### src/rtl/round_pkg.sv
// Shared definitions for the rounding-apply pipeline: rounding-mode encoding,
// representative field positions and default widths.
package round_pkg;

    // Default widths of the representative input and rounded output.
    localparam int DEF_W_IN  = 55;
    localparam int DEF_W_OUT = 53;
    localparam int DEF_CNT_W = 32;

    // Field positions inside the representative significand.
    localparam int DB_G         = 1;   // double: guard bit
    localparam int SG_G         = 30;  // single: guard bit
    localparam int SG_STICKY_LO = 0;   // single: sticky OR range, low end
    localparam int SG_STICKY_HI = 29;  // single: sticky OR range, high end

    // IEEE rounding modes as encoded on the rm input.
    typedef enum logic [1:0] {
        RM_RNE  = 2'b00,
        RM_RZ   = 2'b01,
        RM_PINF = 2'b10,
        RM_NINF = 2'b11
    } rm_t;

endpackage

### src/rtl/round_decide.sv
// Combinational rounding decision: given the retained lsb, guard, sticky,
// rounding mode and sign, decide whether to increment and whether the result
// is inexact.
module round_decide
    import round_pkg::*;
(
    input  logic lsb,
    input  logic g,
    input  logic s,
    input  rm_t  rm,
    input  logic sign,
    output logic inc,
    output logic inexact
);

    // Apply the IEEE increment rule for the selected rounding mode.
    always_comb begin
        // NOTE: every output of a combinational block gets a default first so
        // no path through the block can leave it unassigned (no latch).
        inc     = 1'b0;
        inexact = g | s;
        unique case (rm)
            RM_RNE:  inc = g & (s | lsb);
            RM_RZ:   inc = 1'b0;
            RM_PINF: inc = ~sign & (g | s);
            RM_NINF: inc = sign & (g | s);
        endcase
    end

endmodule

### src/rtl/round_apply.sv
// Rounding apply and post-normalization, two-stage valid/ready pipeline.
// S1 captures the left-aligned significand and rounding decision, S2 holds the
// rounded significand, carry-out and inexact flag presented to the consumer.
// Optional feature macro: ROUND_STATS_EN adds saturating inexact/carry counters.
module round_apply
    import round_pkg::*;
#(
    parameter int W_IN  = DEF_W_IN,
    parameter int W_OUT = DEF_W_OUT
`ifdef ROUND_STATS_EN
    ,
    parameter int CNT_W = DEF_CNT_W
`endif
) (
    input  logic             clk,
    input  logic             rst,
    input  logic             in_valid,
    output logic             in_ready,
    input  logic [W_IN-1:0]  f1,
    input  logic             db,
    input  logic [1:0]       rm,
    input  logic             sign,
    output logic             out_valid,
    input  logic             out_ready,
    output logic [W_OUT-1:0] fr,
    output logic             carry,
    output logic             inexact
`ifdef ROUND_STATS_EN
    ,
    input  logic             stats_clr,
    output logic [CNT_W-1:0] inexact_cnt,
    output logic [CNT_W-1:0] carry_cnt
`endif
);

    // Single-precision significand width and the zero padding below it once
    // left-aligned into the output width.
    localparam int SG_W   = W_IN - 1 - SG_G;
    localparam int SG_PAD = W_OUT - SG_W;
    // Double-precision significand occupies the top W_OUT bits of f1.
    localparam int DB_LO  = W_IN - W_OUT;

    // Field extraction results.
    logic [W_OUT-1:0] sig_in;
    logic             lsb_in;
    logic             g_in;
    logic             s_in;
    logic             inc_in;
    logic             inexact_in;
    rm_t              rm_e;

    // Handshake terms.
    logic s2_adv;
    logic move;
    logic accept;

    // Stage 1 registers.
    logic             s1_v_q,       s1_v_d;
    logic [W_OUT-1:0] s1_sig_q,     s1_sig_d;
    logic             s1_inc_q,     s1_inc_d;
    logic             s1_inexact_q, s1_inexact_d;
    logic             s1_db_q,      s1_db_d;

    // Stage 2 registers.
    logic             s2_v_q,       s2_v_d;
    logic [W_OUT-1:0] fr_q,         fr_d;
    logic             carry_q,      carry_d;
    logic             inexact_q,    inexact_d;

    // Rounded sum with one extra bit to catch the carry-out.
    logic [W_OUT:0]   inc_vec;
    logic [W_OUT:0]   sum;

    assign rm_e = rm_t'(rm);

    // Split the representative into significand, guard and sticky by precision.
    always_comb begin
        sig_in = '0;
        lsb_in = 1'b0;
        g_in   = 1'b0;
        s_in   = 1'b0;
        if (db) begin
            sig_in = f1[W_IN-1:DB_LO];
            lsb_in = f1[DB_LO];
            g_in   = f1[DB_G];
            s_in   = f1[0];
        end else begin
            sig_in = {f1[W_IN-1:SG_G+1], {SG_PAD{1'b0}}};
            lsb_in = f1[SG_G+1];
            g_in   = f1[SG_G];
            s_in   = |f1[SG_STICKY_HI:SG_STICKY_LO];
        end
    end

    round_decide u_decide (
        .lsb     (lsb_in),
        .g       (g_in),
        .s       (s_in),
        .rm      (rm_e),
        .sign    (sign),
        .inc     (inc_in),
        .inexact (inexact_in)
    );

    // Each stage advances when the slot after it is empty or being drained.
    always_comb begin
        s2_adv   = ~s2_v_q | out_ready;
        move     = s1_v_q & s2_adv;
        in_ready = ~s1_v_q | s2_adv;
        accept   = in_valid & in_ready;
        s1_v_d   = accept | (s1_v_q & ~s2_adv);
        s2_v_d   = s2_adv ? s1_v_q : s2_v_q;
    end

    // S1 captures a new beat only on accept; otherwise it holds.
    always_comb begin
        s1_sig_d     = s1_sig_q;
        s1_inc_d     = s1_inc_q;
        s1_inexact_d = s1_inexact_q;
        s1_db_d      = s1_db_q;
        if (accept) begin
            s1_sig_d     = sig_in;
            s1_inc_d     = inc_in;
            s1_inexact_d = inexact_in;
            s1_db_d      = db;
        end
    end

    // Add the increment at the precision's lsb and renormalize on overflow.
    always_comb begin
        inc_vec = '0;
        if (s1_inc_q) begin
            if (s1_db_q) inc_vec[0]      = 1'b1;
            else         inc_vec[SG_PAD] = 1'b1;
        end
        sum       = {1'b0, s1_sig_q} + inc_vec;
        fr_d      = fr_q;
        carry_d   = carry_q;
        inexact_d = inexact_q;
        if (move) begin
            carry_d   = sum[W_OUT];
            fr_d      = sum[W_OUT] ? {1'b1, {(W_OUT-1){1'b0}}} : sum[W_OUT-1:0];
            inexact_d = s1_inexact_q;
        end
    end

    // Pipeline state registers.
    always_ff @(posedge clk or posedge rst) begin
        if (rst) begin
            // NOTE: the data registers are reset too, because the outputs must
            // read as zero right after reset, not only the valid bits.
            s1_v_q       <= 1'b0;
            s1_sig_q     <= '0;
            s1_inc_q     <= 1'b0;
            s1_inexact_q <= 1'b0;
            s1_db_q      <= 1'b0;
            s2_v_q       <= 1'b0;
            fr_q         <= '0;
            carry_q      <= 1'b0;
            inexact_q    <= 1'b0;
        end else begin
            // NOTE: non-blocking assignments so every flop samples the values
            // from before this edge, independent of statement order.
            s1_v_q       <= s1_v_d;
            s1_sig_q     <= s1_sig_d;
            s1_inc_q     <= s1_inc_d;
            s1_inexact_q <= s1_inexact_d;
            s1_db_q      <= s1_db_d;
            s2_v_q       <= s2_v_d;
            fr_q         <= fr_d;
            carry_q      <= carry_d;
            inexact_q    <= inexact_d;
        end
    end

    assign out_valid = s2_v_q;
    assign fr        = fr_q;
    assign carry     = carry_q;
    assign inexact   = inexact_q;

`ifdef ROUND_STATS_EN
    logic             out_fire;
    logic [CNT_W-1:0] inexact_cnt_q, inexact_cnt_d;
    logic [CNT_W-1:0] carry_cnt_q,   carry_cnt_d;

    // Count flagged results on each output handshake, saturating at all-ones.
    always_comb begin
        out_fire      = s2_v_q & out_ready;
        inexact_cnt_d = inexact_cnt_q;
        carry_cnt_d   = carry_cnt_q;
        if (stats_clr) begin
            inexact_cnt_d = '0;
            carry_cnt_d   = '0;
        end else if (out_fire) begin
            if (inexact_q && (inexact_cnt_q != '1)) inexact_cnt_d = inexact_cnt_q + 1'b1;
            if (carry_q && (carry_cnt_q != '1))     carry_cnt_d   = carry_cnt_q + 1'b1;
        end
    end

    // Statistics counter registers.
    always_ff @(posedge clk or posedge rst) begin
        if (rst) begin
            inexact_cnt_q <= '0;
            carry_cnt_q   <= '0;
        end else begin
            inexact_cnt_q <= inexact_cnt_d;
            carry_cnt_q   <= carry_cnt_d;
        end
    end

    assign inexact_cnt = inexact_cnt_q;
    assign carry_cnt   = carry_cnt_q;
`else
    // Without statistics the output handshake needs no local bookkeeping.
`endif

endmodule

### config.mk
export PLATFORM = sky130hd
export DESIGN_NAME = round_apply
export DESIGN_NICKNAME = d
export VERILOG_FILES = /design/src/rtl/round_pkg.sv /design/src/rtl/round_decide.sv /design/src/rtl/round_apply.sv
export SDC_FILE = /design/constraint.sdc
export NUM_CORES = 1
export LEC_CHECK = 0
export ABC_AREA = 1
export CAP_MARGIN = 20
export CORE_MARGIN = 2
export CORE_UTILIZATION = 40
export CTS_CLUSTER_SIZE = 8
export DETAILED_ROUTE_END_ITERATION = 8
export GPL_TIMING_DRIVEN = 0
export SYNTH_ARGS = -nofsm -noshare
export SYNTH_HDL_FRONTEND = slang
export SYNTH_HIERARCHICAL = 1
export SYNTH_SLANG_ARGS = --single-unit
### constraint.sdc
create_clock -name clk -period 5.1 [get_ports clk]
set_input_delay 0.765 -clock clk [delete_from_list [all_inputs] [get_ports clk]]
set_output_delay 0.765 -clock clk [all_outputs]
set_load 0.01 [all_outputs]
**After elaboration in Yosys (flattened, before gate mapping)**

Cells that the tools add are included.

- Output and inout port bits: 57
- Logic and storage cells: 40
- Flip-flop bits (word level): 113
- Bits of input ports: 63

- Mux-type cells: 10
- Add/subtract/negate cells: 1
- Equality and inequality tests: 3
- Bitwise logic cells: 15
- Reduce and logical (&&, ||, !) cells: 2

Operators by type and width:

| cell | count |
|---|---|
| 53-bit by 30-bit adder with 54-bit output | 1 |
| 53-bit two-way mux | 1 |
| 30-bit OR reduction | 1 |
| 29-bit two-way mux | 1 |
| 1-bit two-way mux | 7 |
| 1-bit AND | 6 |
| 1-bit OR | 5 |
| 2-bit == test (second input constant) | 2 |
| 1-bit inverter | 4 |
| 1-bit case mux with 4 select lines | 1 |
| 2-bit by 1-bit == test with 1-bit output (second input constant) | 1 |
| 2-bit zero test | 1 |

**Logic depth before layout (Yosys ltp)**

- Depth after elaboration: 5
- Depth in mapped cells: 16
- Depth with buffers taken out: 16

**Cells and area by module**

Netlist, hierarchy kept.

Modules (own cells, without submodules):

| module | area each (µm²) | cells each | times used |
|---|---|---|---|
| round_apply | 6113.4 | 825 | 1 |
| round_decide | 61.3 | 16 | 1 |

**Worst setup path after synthesis**

OpenSTA, ideal clock, no wires.

- Path type: input to register
- Start point: input db
- End point: register s1_inc_q
- Setup time: 0.130 ns
- Arrival time: 1.748 ns
- Buffers on the path: 2
- Cell stages on the path: 9
- Setup slack: 3.222 ns
- Cells stage by stage: clkbuf_1 clkbuf_1 o21ai_0 nor2_1 nor2_1 nand2_1 nand2_1 nand2_1 o21ai_0

- Word-level cells in the longest chain between the ends: 4

RTL lines:

| what | line | text |
|---|---|---|
| start, declared | round_apply.sv:20 | `input logic db,` |
| 1-bit two-way mux (*) | round_apply.sv:82 | `if (db) begin` |
| named net s_in | round_apply.sv:47 | `logic s_in;` |
| 1-bit OR, on equally long branches | round_decide.sv:25, round_decide.sv:26, round_decide.sv:23 |  |
| 1-bit AND, on equally long branches | round_decide.sv:26, round_decide.sv:23, round_decide.sv:25 |  |
| 1-bit case mux with 4 select lines (*) | round_decide.sv:22 | `unique case (rm)` |
| named net inc_in | round_apply.sv:48 | `logic inc_in;` |
| end signal, assigned | round_apply.sv:166 | `s1_inc_q <= s1_inc_d;` |
| end, declared | round_apply.sv:60 | `logic s1_inc_q, s1_inc_d;` |

The timed path passes the listed nets; every way through them passes the cells marked *.
A chain may end at the register's enable or synchronous reset.

**Worst setup path in the final report**

- Start point: input out_ready
- End point: output in_ready

- Word-level cells in the longest chain between the ends: 2

RTL lines:

| what | line | text |
|---|---|---|
| start, declared | round_apply.sv:24 | `input logic out_ready,` |
| 1-bit OR | round_apply.sv:107 | `s2_adv = ~s2_v_q \| out_ready;` |
| 1-bit OR | round_apply.sv:109 | `in_ready = ~s1_v_q \| s2_adv;` |
| end, declared | round_apply.sv:18 | `output logic in_ready,` |

No other way between the ends.

==> metrics.yaml <==
outcome:
  status: "complete, no violations"
sta:
  fmax_ghz: 0.373
  min_period_over_period_pct: 52.6
  worst_slack_ns: 2.42
  setup_viol: 0
  slew-limit-headroom_pct: 57.0
  maxSlewViolCount: 0
  period_needed_ns: 2.68
  rsz0062_at_grt: "false"
  finalHoldViolCount: 0
  tightest_slew_ns: 0.644
  whs_ns: 0.476
  clock_skew_ns: 0.00772
power_and_ir_drop:
  worst_ir_drop_vdd_uv: 231
  p_seq_share_pct: 39.0
  p_int_uw: 2140
  pwr-share-comb_pct: 21.4
  netSwitchingPower_uw: 873
  power_leakage_uw: 0.00365
  clkPwrFrac_pct: 39.6
  switching_share_pct: 29.0
  powerDensity_mw_per_mm2: 366
yosys:
  synth-main-ff-cell: "dfrtp_1"
  postSynthCellCount: 841
  synth_edf_count: 0
  ys_seq_elements: 113
  yosysUniqueCellTypes: 31
  synth_top_area_cell: "dfrtp_1"
  async_flop_share_pct: 100
  synth_area_sq_mm: 0.00617
  synth_area_leaders: "dfrtp_1, nand2_1, nor2_1"
  synth_area_per_cell_sq_um: 7.34
  syn_nets: 907
  synth_warnings: 6
  yosysSeqAreaShare_pct: 45.8
  yosysTopAreaCellShare_pct: 45.8
global_route:
  grt.total_usage_pct: 23.6
  grt-ovfl-total: 0
  antenna_found_initial: 0
  grt_max_degree: 68
  grt_pass1_vias: 5553
  grt_pass1_wl_um: 29300
worst_hold_path:
  hold_path_class: "reg2reg"
floorplanning:
  die-area_sq_mm: 0.0164
  die_h_um: 128
  ioPinCount: 120
  initial_utilization_pct: 40.8
  rows: 45
  die_x_um: 128
  core-area_sq_mm: 0.0151
layout:
  drive_gt1_share_pct: 7.06
  finalInstanceArea_sq_mm: 0.00821
  syn2layout_area_growth_pct: 33.0
  layout_common_cells: "nand2_1, clkdlybuf4s50_1, dfrtp_1, nor2_1, o21ai_0"
  antenna_cells: 0
  final_common_cell: "nand2_1"
  nets: 1045
worst_setup_path:
  critPathArrivalTime_ns: 1.92
  critPathLaunchType: "input pin"
  path_class: "in2out"
  worstPathCellList: "clkdlybuf4s50_1, inv_1, nand3_1, clkdlybuf4s50_1"
  cp-end-kind: "output pin"
  critPathMaxFanout: 3
  slowest_stage: "clkdlybuf4s50_1"
  cpPeakStageDelay_ns: 0.55
  reg2reg_slack_ns: 2.75
  cp_common_cell: "clkdlybuf4s50_1"
  required_ns: 4.34
clocking:
  insertion_delay_ns: 0.42
  clockBufferDepth: 2
  path_clk_slew_ns: 0.05
  cts_hold_buf: 0
  numCtsBuffers: 17
  clock_sinks: 113
  ctsResizeCount: 0
  cts_tree: "built"
  root_buffer: "clkbuf_16"
  h-tree-depth: 4
  cts_setup_buffers: 0
routing:
  drt-wirelength-per-cell_um: 15.6
  post-route-drc-count: 0
  drt_iter0_markers: 367
  vias_per_cell: 4.92
  num_vias: 5810
  drt-total-wl_um: 18400
  first_pass_iters: 4
  antenna_left: 0
place:
  placed_area_sq_mm: 0.00762
  dpl.hpwl_um: 14600
  place.gp.congestion: 0.898
  post-place-ws_ns: 2.13
  io_buffers: 118
run:
  cap_violations: 0
final cells by class:
cell class	instances	area, sq um
timing repair buffer	119	1210
clock inverter	12	140
inverter	59	226
clock buffer	20	447
multi-input combinational	643	2980
fill	1509	6940
tap	188	235
sequential	113	2830
buffer	26	150
stage by stage:
step                power, uW  setup TNS, ns  instances  utilization (%)
floorplan                1470              0        841                -
global placement         1830         -42.29       1147             50.1
detailed placement       1840              0       1148             50.3
CTS                      3030              0       1180             54.2
global route             3150              0       1180             54.2
finish                   3010              0       1180             54.2
sequential cells by signal, indices dropped and copies added (netlist names):
register / flops
s1_inc_q: 1
s1_sig_q: 53
inexact: 1
out_valid: 1
s1_v_q: 1
s1_inexact_q: 1
s1_db_q: 1
carry: 1
fr: 53
worst max-delay path: cells and delay by family:
kind | cells | cell delay (ns)
buffers and inverters | 3 | 1.04
AND/OR/NAND/NOR | 1 | 0.11
kinds of logic (layout without fill, tap and decap cells):
group | after synthesis | after routing | share of synthesized area [%]
AND/OR/NAND/NOR | 517 | 517 | 34.2
buffers and inverters | 85 | 236 | 6.02
flip-flops | 113 | 113 | 45.8
AO/OA/AOI/OAI | 91 | 91 | 8.79
XOR/XNOR | 32 | 32 | 4.54
adder cells (fa/ha/maj) | 3 | 3 | 0.608
metal layers:
| metal | vias up | share of wire [%] | track usage, % |
|---|---|---|---|
| li1 | 2946 | - | - |
| met1 | 2675 | 51 | 34.6 |
| met2 | 172 | 43 | 35.8 |
| met3 | 17 | 4.7 | 4.13 |
| met4 | 0 | 1.3 | 7.18 |
| met5 | - | 0 | 0 |
power groups by stage:
| stage | registers [uW] | clock network [uW] | logic (uW) |
|---|---|---|---|
| 4_1_cts | 1170 | 1200 | 653 |
| 2_1_floorplan | 1190 | 0 | 283 |
| 3_5_place_dp | 1180 | 0 | 651 |
| 3_3_place_gp | 1180 | 0 | 643 |
| 5_1_grt | 1190 | 1250 | 714 |
| 6_report | 1170 | 1190 | 644 |
cells in the mapped netlist (all sizes together), types with 6 or more instances:
master and n:
xor2 25, nor2 97, buf 6, nor4 6, xnor2 7, nand4 7
nor3 8, nand2 339, clkbuf 20, inv 59, dfrtp 113, nand3 51
o21ai 85
path summary, 6_finish.rpt:
path / from / endpoint / cells after the start
setup / recovery: out_ready / in_ready / 4
hold / removal: fr[43]$_DFFE_PP0P_ / fr[43]$_DFFE_PP0P_ / 2
setup reg to reg: s1_db_q$_DFFE_PP0P_ / fr[50]$_DFFE_PP0P_ / 15
hold reg to reg: fr[43]$_DFFE_PP0P_ / fr[43]$_DFFE_PP0P_ / 2
max in group asynchronous: rst / s1_sig_q[8]$_DFFE_PP0P_ / 3
min in group asynchronous: rst / carry$_DFFE_PP0P_ / 2
Power figures use the tool's default switching activity.
